[src/rtl/pc_pkg.sv]
// ============================================================================
// Module      : pc_pkg
// Description : Shared types and constants for the PC generator slice.
// Revision    : 1.0 - initial release
// ============================================================================
`default_nettype none

package pc_pkg;

    typedef enum logic [1:0] {
        CAUSE_TRAP   = 2'd0,
        CAUSE_BRANCH = 2'd1,
        CAUSE_JAL    = 2'd2,
        CAUSE_JALR   = 2'd3
    } redirect_cause_t;

    localparam int XLEN_DEFAULT = 32;
    localparam int c_inc_full   = 4;
    localparam int c_inc_comp   = 2;

endpackage

`default_nettype wire

[src/rtl/pc_gen_if.sv]
// ============================================================================
// Module      : pc_gen_if
// Description : Request/response bundle between the core and pc_gen.
//               instr_compressed exists only when PC_GEN_RVC_EN is defined.
// Revision    : 1.0 - initial release
// ============================================================================
`default_nettype none

interface pc_gen_if #(
    parameter int XLEN = pc_pkg::XLEN_DEFAULT
);
    import pc_pkg::*;

    logic                  stall;
    logic                  pc_ready;
    logic                  redirect_valid;
    redirect_cause_t       redirect_cause;
    logic [XLEN-1:0]       redirect_target;
    logic                  ras_push;
    logic                  ras_pop;
    logic [XLEN-1:0]       ras_push_addr;
`ifdef PC_GEN_RVC_EN
    logic                  instr_compressed;
`endif
    logic [XLEN-1:0]       pc;
    logic                  pc_valid;
    logic [XLEN-1:0]       ras_top;
    logic                  ras_empty;
    logic                  misaligned;
    logic [XLEN-1:0]       misaligned_addr;

    modport master (
`ifdef PC_GEN_RVC_EN
        output instr_compressed,
`endif
        output stall, pc_ready, redirect_valid, redirect_cause, redirect_target,
        output ras_push, ras_pop, ras_push_addr,
        input  pc, pc_valid, ras_top, ras_empty, misaligned, misaligned_addr
    );

    modport slave (
`ifdef PC_GEN_RVC_EN
        input  instr_compressed,
`endif
        input  stall, pc_ready, redirect_valid, redirect_cause, redirect_target,
        input  ras_push, ras_pop, ras_push_addr,
        output pc, pc_valid, ras_top, ras_empty, misaligned, misaligned_addr
    );

endinterface

`default_nettype wire

[src/rtl/pc_ras.sv]
// ============================================================================
// Module      : pc_ras
// Description : Circular return-address stack; overflow overwrites the oldest.
// Revision    : 1.0 - initial release
// ============================================================================
`default_nettype none

module pc_ras #(
    parameter int XLEN      = 32,
    parameter int RAS_DEPTH = 4
) (
    input  wire logic            clk,
    input  wire logic            reset_n,
    input  wire logic            push,
    input  wire logic            pop,
    input  wire logic [XLEN-1:0] push_addr,
    output logic      [XLEN-1:0] top,
    output logic                 empty
);

    localparam int c_ptr_w = (RAS_DEPTH > 1) ? $clog2(RAS_DEPTH) : 1;
    localparam int c_cnt_w = $clog2(RAS_DEPTH + 1);
    localparam logic [c_cnt_w-1:0] c_full = c_cnt_w'(RAS_DEPTH);

    logic [XLEN-1:0]    r_stack [RAS_DEPTH];
    logic [c_ptr_w-1:0] r_ptr;
    logic [c_cnt_w-1:0] r_count;
    logic [c_ptr_w-1:0] w_ptr_inc;

    assign w_ptr_inc = r_ptr + c_ptr_w'(1);

    always_ff @(posedge clk or negedge reset_n) begin
        if (!reset_n) begin
            r_ptr   <= '0;
            r_count <= '0;
            for (int i = 0; i < RAS_DEPTH; i++) begin
                r_stack[i] <= '0;
            end
        end else if (push && pop) begin
            r_stack[r_ptr] <= push_addr;
        end else if (push) begin
            // Pointer wraps over the oldest slot once the stack is full.
            r_stack[w_ptr_inc] <= push_addr;
            r_ptr              <= w_ptr_inc;
            if (r_count != c_full) begin
                r_count <= r_count + c_cnt_w'(1);
            end
        end else if (pop && (r_count != '0)) begin
            r_ptr   <= r_ptr - c_ptr_w'(1);
            r_count <= r_count - c_cnt_w'(1);
        end
    end

    assign empty = (r_count == '0);
    assign top   = empty ? '0 : r_stack[r_ptr];

endmodule

`default_nettype wire

[src/rtl/pc_gen.sv]
// ============================================================================
// Module      : pc_gen
// Description : Fetch PC generator with redirect, alignment check and RAS.
//               Define PC_GEN_RVC_EN for compressed-instruction support.
// Revision    : 1.0 - initial release
// ============================================================================
`default_nettype none

module pc_gen
    import pc_pkg::*;
#(
    parameter int              XLEN         = XLEN_DEFAULT,
    parameter logic [XLEN-1:0] RESET_VECTOR = '0,
    parameter int              RAS_DEPTH    = 4
) (
    input wire logic clk,
    input wire logic reset_n,
    pc_gen_if.slave  bus
);

    logic [XLEN-1:0] r_pc;
    logic            r_valid;
    logic            r_misaligned;
    logic [XLEN-1:0] r_misaligned_addr;

    logic [XLEN-1:0] w_target;
    logic [XLEN-1:0] w_inc;
    logic            w_aligned;
    logic            w_advance;

    always_comb begin
        w_target = bus.redirect_target;
        case (bus.redirect_cause)
            CAUSE_TRAP: w_target[1:0] = 2'b00;
            CAUSE_JALR: w_target[0]   = 1'b0;
            default:    ;
        endcase
    end

`ifdef PC_GEN_RVC_EN
    assign w_aligned = ~w_target[0];
    assign w_inc     = bus.instr_compressed ? XLEN'(c_inc_comp) : XLEN'(c_inc_full);
`else
    assign w_aligned = (w_target[1:0] == 2'b00);
    assign w_inc     = XLEN'(c_inc_full);
`endif

    assign w_advance = r_valid && !bus.stall && bus.pc_ready;

    always_ff @(posedge clk or negedge reset_n) begin
        if (!reset_n) begin
            r_pc              <= RESET_VECTOR;
            r_valid           <= 1'b0;
            r_misaligned      <= 1'b0;
            r_misaligned_addr <= '0;
        end else begin
            r_valid      <= 1'b1;
            r_misaligned <= 1'b0;
            // A rejected redirect still wins over advance: pc holds.
            if (bus.redirect_valid) begin
                if (w_aligned) begin
                    r_pc <= w_target;
                end else begin
                    r_misaligned      <= 1'b1;
                    r_misaligned_addr <= w_target;
                end
            end else if (w_advance) begin
                r_pc <= r_pc + w_inc;
            end
        end
    end

    assign bus.pc              = r_pc;
    assign bus.pc_valid        = r_valid & ~bus.stall;
    assign bus.misaligned      = r_misaligned;
    assign bus.misaligned_addr = r_misaligned_addr;

    pc_ras #(
        .XLEN      (XLEN),
        .RAS_DEPTH (RAS_DEPTH)
    ) u_ras (
        .clk       (clk),
        .reset_n   (reset_n),
        .push      (bus.ras_push),
        .pop       (bus.ras_pop),
        .push_addr (bus.ras_push_addr),
        .top       (bus.ras_top),
        .empty     (bus.ras_empty)
    );

endmodule

`default_nettype wire

[src/flat_wrapper.sv]
// flat-port wrapper written by rule: the top's interface ports become plain ports
module pc_gen_flat import pc_pkg::*;
#(
    parameter int              XLEN         = XLEN_DEFAULT,
    parameter logic [XLEN-1:0] RESET_VECTOR = '0,
    parameter int              RAS_DEPTH    = 4
)
  (clk, reset_n, bus_stall, bus_pc_ready, bus_redirect_valid, bus_redirect_cause, bus_redirect_target, bus_ras_push, bus_ras_pop, bus_ras_push_addr, bus_pc, bus_pc_valid, bus_ras_top, bus_ras_empty, bus_misaligned, bus_misaligned_addr);
  pc_gen_if #(.XLEN(XLEN)) bus_i ();
  input wire logic clk;
  input wire logic reset_n;
  input wire logic [$bits(bus_i.stall)-1:0] bus_stall;
  input wire logic [$bits(bus_i.pc_ready)-1:0] bus_pc_ready;
  input wire logic [$bits(bus_i.redirect_valid)-1:0] bus_redirect_valid;
  input wire logic [$bits(bus_i.redirect_cause)-1:0] bus_redirect_cause;
  input wire logic [$bits(bus_i.redirect_target)-1:0] bus_redirect_target;
  input wire logic [$bits(bus_i.ras_push)-1:0] bus_ras_push;
  input wire logic [$bits(bus_i.ras_pop)-1:0] bus_ras_pop;
  input wire logic [$bits(bus_i.ras_push_addr)-1:0] bus_ras_push_addr;
  output wire logic [$bits(bus_i.pc)-1:0] bus_pc;
  output wire logic [$bits(bus_i.pc_valid)-1:0] bus_pc_valid;
  output wire logic [$bits(bus_i.ras_top)-1:0] bus_ras_top;
  output wire logic [$bits(bus_i.ras_empty)-1:0] bus_ras_empty;
  output wire logic [$bits(bus_i.misaligned)-1:0] bus_misaligned;
  output wire logic [$bits(bus_i.misaligned_addr)-1:0] bus_misaligned_addr;
  assign bus_i.stall = bus_stall;
  assign bus_i.pc_ready = bus_pc_ready;
  assign bus_i.redirect_valid = bus_redirect_valid;
  assign bus_i.redirect_cause = bus_redirect_cause;
  assign bus_i.redirect_target = bus_redirect_target;
  assign bus_i.ras_push = bus_ras_push;
  assign bus_i.ras_pop = bus_ras_pop;
  assign bus_i.ras_push_addr = bus_ras_push_addr;
  assign bus_pc = bus_i.pc;
  assign bus_pc_valid = bus_i.pc_valid;
  assign bus_ras_top = bus_i.ras_top;
  assign bus_ras_empty = bus_i.ras_empty;
  assign bus_misaligned = bus_i.misaligned;
  assign bus_misaligned_addr = bus_i.misaligned_addr;
  pc_gen #(.XLEN(XLEN), .RESET_VECTOR(RESET_VECTOR), .RAS_DEPTH(RAS_DEPTH)) u_core (.clk(clk), .reset_n(reset_n), .bus(bus_i));
endmodule
[config.mk]
export PLATFORM = sky130hd
export DESIGN_NAME = pc_gen_flat
export DESIGN_NICKNAME = d
export VERILOG_FILES = /design/src/rtl/pc_pkg.sv /design/src/rtl/pc_gen_if.sv /design/src/rtl/pc_ras.sv /design/src/rtl/pc_gen.sv /design/src/flat_wrapper.sv
export SDC_FILE = /design/constraint.sdc
export NUM_CORES = 1
export LEC_CHECK = 0
export BUFFER_PORTS_ARGS = -buffer_cell sky130_fd_sc_hd__clkbuf_2
export CORE_MARGIN = 2
export CORE_UTILIZATION = 44
export CTS_BUF_LIST = sky130_fd_sc_hd__clkbuf_4 sky130_fd_sc_hd__clkbuf_8 sky130_fd_sc_hd__clkbuf_16
export CTS_CLUSTER_SIZE = 20
export DETAILED_ROUTE_END_ITERATION = 16
export HOLD_SLACK_MARGIN = 0.02
export PLACE_DENSITY = 0.73
export SETUP_SLACK_MARGIN = 0.3
export SLEW_MARGIN = 20
export SYNTH_ARGS = -nofsm -noshare
export SYNTH_HDL_FRONTEND = slang
export SYNTH_SLANG_ARGS = --single-unit
[constraint.sdc]
create_clock -name clk -period 2.9 [get_ports clk]
set_input_delay 0.145 -clock clk [delete_from_list [all_inputs] [get_ports clk]]
set_output_delay 0.145 -clock clk [all_outputs]
set_load 0.02 [all_outputs]
==> key figures <==
Power and ir drop
  • Overall power: between 10000 and 15000 uW
  • Lkg Pwr: 0.00535 uW
  • Power density over cell area: a little over 1000 mW/mm^2
  • Peak supply drop: approximately 0.44 mV

Drt
  • Routed WL: around 22 mm
  • Routed wire per std cell: 18.0 um
  • Via density per instance: ~5.4
  • Initial DRC count: approximately 300
  • Final ANT Viol Nets: 0
  • Drt first pass iters: 5
  • Vias: just under 7000
  • # DRC: 0

Clock network
  • Clock tree buffer depth: 2
  • Clk pin slew, worst setup/hold paths: roughly 0.07 ns
  • Setup bufs post-CTS: 0
  • CTS tree: yes
  • H-tree depth: 4
  • Total CTS buffers: 17
  • Clock latency on the worst-skew pair: about 0.44 ns
  • CTS Root Cell: clkbuf_16
  • CTS Sinks: roughly 200

Synth
  • Post-synth cell types: 53
  • Most common cell in the netlist: dfrtp_1
  • Top cell type's share of synthesized area: a little over half
  • Async SR Flop Fraction: 100%
  • Post-synth EDFFs: 0
  • Synth top area cells: dfrtp_1 (52%), mux2_2 (19%), mux4_2 (7.6%)
  • Flops & latches, synth: around 200
  • Sequential area share after synthesis: roughly 52%
  • Synth Cell Area: 0.00950 sq mm
  • Synthesized Nets: between 700 and 800
  • Synth Flop Type: dfrtp_1
  • Synth top cells by count: dfrtp_1 (199), mux2_2 (163), nor2b_1 (34), mux4_2 (32), nor2_1 (29)
  • Count of mapped cells out of synthesis: 713
  • Area leader, netlist: dfrtp_1
  • Syn Area/Cell: around 13 sq um
  • Ys Warns: 0

Placement
  • Placed inst area: ~0.011 sq mm
  • Post-place setup slack: around 0.73 ns
  • Hpwl dp: between 10 and 15 mm
  • Placer Congestion: about 0.81
  • Port bufs: 171

Floorplanning
  • Die height: 151 um
  • Core ar.: 0.0211 sq mm
  • Chip width: 151 um
  • Starting Density: 45.1%
  • DIE AREA: about 0.023 sq mm
  • # rows: between 50 and 60
  • Top Ports: 172

Global routing
  • GRT Total Usage: between 20% and 30%
  • Antenna violations before repair: 0
  • First-pass GRT wire length: 36.3 mm
  • Largest net degree at the start of global routing: just over 80
  • Grt ovf: 0
  • Vias in the first global route: 6916

STA
  • Final Setup Violations: 0
  • Max_slew headroom: between 30% and 40%
  • Worst-margin pin slew: around 0.9 ns
  • Clk_skew: 0.0148 ns
  • FMAX: between 0.4 and 0.5 GHz
  • Worst hold margin: around 0.14 ns
  • Fin crit period: between 2 and 2.5 ns
  • Period Utilization, post-route: between 80% and 90%
  • Fin. max-slew vios: 0
  • Setup_tns: 0 ns
  • RSZ-0062 raised after global routing: no
  • Worst setup margin: ~0.46 ns
  • Hold Vio Cnt, Final: 0

Finish
  • Share of layout cells above drive strength 1: between 40% and 50%
  • Fillers: between 1500 and 2000
  • Fin nets: approximately 1000
  • Design area: roughly 0.012 sq mm
  • Area Growth Syn to Fin: 25.9%
  • # diodes: 0

Setup path
  • Setup crit end kind: output port
  • CP peak stage delay: between 0.7 and 0.8 ns
  • Arr. time, crit path: approximately 2.3 ns
  • Worst Path Required: 2.76 ns
  • Sequence of cells on the critical path: nor3_2 > buf_4 > nor2b_1 > clkbuf_2
  • Slowest cell on crit path: nor3_2
  • Critical path fanouts, max: 12
  • CP Launch Type: flop
  • CP Class: flop to output port

Hold path
  • Hold Crit Class: input pin to flop

Outcome
  • Status: complete, no violations

Run
  • MaxCap Viol Count: 0
-- critical path, delay by kind of cell (launching register included) --
| kind | cells | cell delay (ns) |
|---|---|---|
| buffers and inverters | 2 | 0.51 |
| DFF | 1 | 0.47 |
| and+or+nand+nor | 2 | 0.88 |
-- path summary, 6_finish.rpt --
check                                              from                        to  slack, ns  cells after the start
max in group asynchronous                       reset_n  u_core.u_ras.r_stack[16]       1.79                      3
min in group asynchronous                       reset_n  u_core.u_ras.r_stack[89]       0.32                      2
worst min register to register         u_core.bus.pc[1]          u_core.bus.pc[1]       0.49                      1
worst min-delay path                        bus_ras_pop   u_core.u_ras.r_count[1]       0.14                      2
worst max register to register    u_core.u_ras.r_ptr[0]  u_core.u_ras.r_stack[63]       0.72                      6
worst max-delay path            u_core.u_ras.r_count[2]            bus_ras_top[7]       0.46                      4
-- sequential cells by signal (all words and copies together) (netlist names) --
signal	count
u_core.u_ras.r_stack	128
u_core.bus.misaligned_addr	32
u_core.bus.pc	32
u_core.u_ras.r_count	3
u_core.u_ras.r_ptr	2
u_core.bus.misaligned	1
u_core.r_valid	1
-- kinds of logic after synthesis --
logic type,count (synthesis),share of synthesized area (%)
adders and majority gates,7,1.00
buffers and inverters,53,2.73
muxes,213,28.8
DFF,199,52.4
xor gates and xnor gates,3,0.277
AOI/OAI and AO/OA,76,5.06
and+or+nand+nor,161,9.72
other,1,0.0395
-- report_power, final --
group          leakage, uW  internal (uW)  total [uW]  switching [uW]
Clock             0.000291           1180        2350            1180
Sequential         0.00234           3900        4600             703
Combinational      0.00271           2700        5250            2550
Total              0.00535           7770       12200            4430
-- area by class of cell --
class | instances | area, sq um | area share [%]
Inverter | 12 | 45.0 | 0.376
Clock inverter | 14 | 154 | 1.29
Clock buffer | 18 | 439 | 3.67
Multi-Input combinational cell | 461 | 4280 | 35.8
Sequential cell | 199 | 4980 | 41.6
Tap cell | 275 | 344 | 2.87
Timing Repair Buffer | 257 | 1720 | 14.4
-- timing repair --
item,CTS,global route
gates resized for setup,1,0
endpoints found under the setup margin,4,0
hold buffers,64,0
hold endpoints to repair,249,0
-- routing by layer --
metal | GRT usage (%) | wire [um] | part of all wire, %
met5 | 0 | 0 | 0
met4 | 4.63 | 244 | 1.1
met3 | 4.25 | 1030 | 4.7
met2 | 34.6 | 11100 | 50
met1 | 27.2 | 9850 | 44
-- stage by stage --
stage                     util (%)  std cells
after global routing          56.8       1236
after CTS                     56.8       1236
final                         56.8       1236
after detailed placement      50.9       1140
after floorplan                  -        713
after global placement        50.9       1140
-- placed cells by master, fill, tap and decap left out, types with 4 or more instances in the layout --
cell type,count
clkbuf_2,170
mux2i_1,18
a21oi_1,16
a22oi_1,13
mux4_2,32
clkbuf_16,17
nand4_1,7
ha_1,6
o21ai_0,15
o22ai_1,9
nor2b_1,34
dlygate4sd3_1,64
inv_6,4
and3_1,6
buf_4,17
nand2_1,27
nand3_1,18
nor3_1,13
o21ai_1,5
mux2_2,163
buf_12,4
clkinv_8,4
nor2_1,29
inv_1,12
nor4_2,4
dfrtp_1,198
No activity file was read; power rests on OpenSTA's default activity.
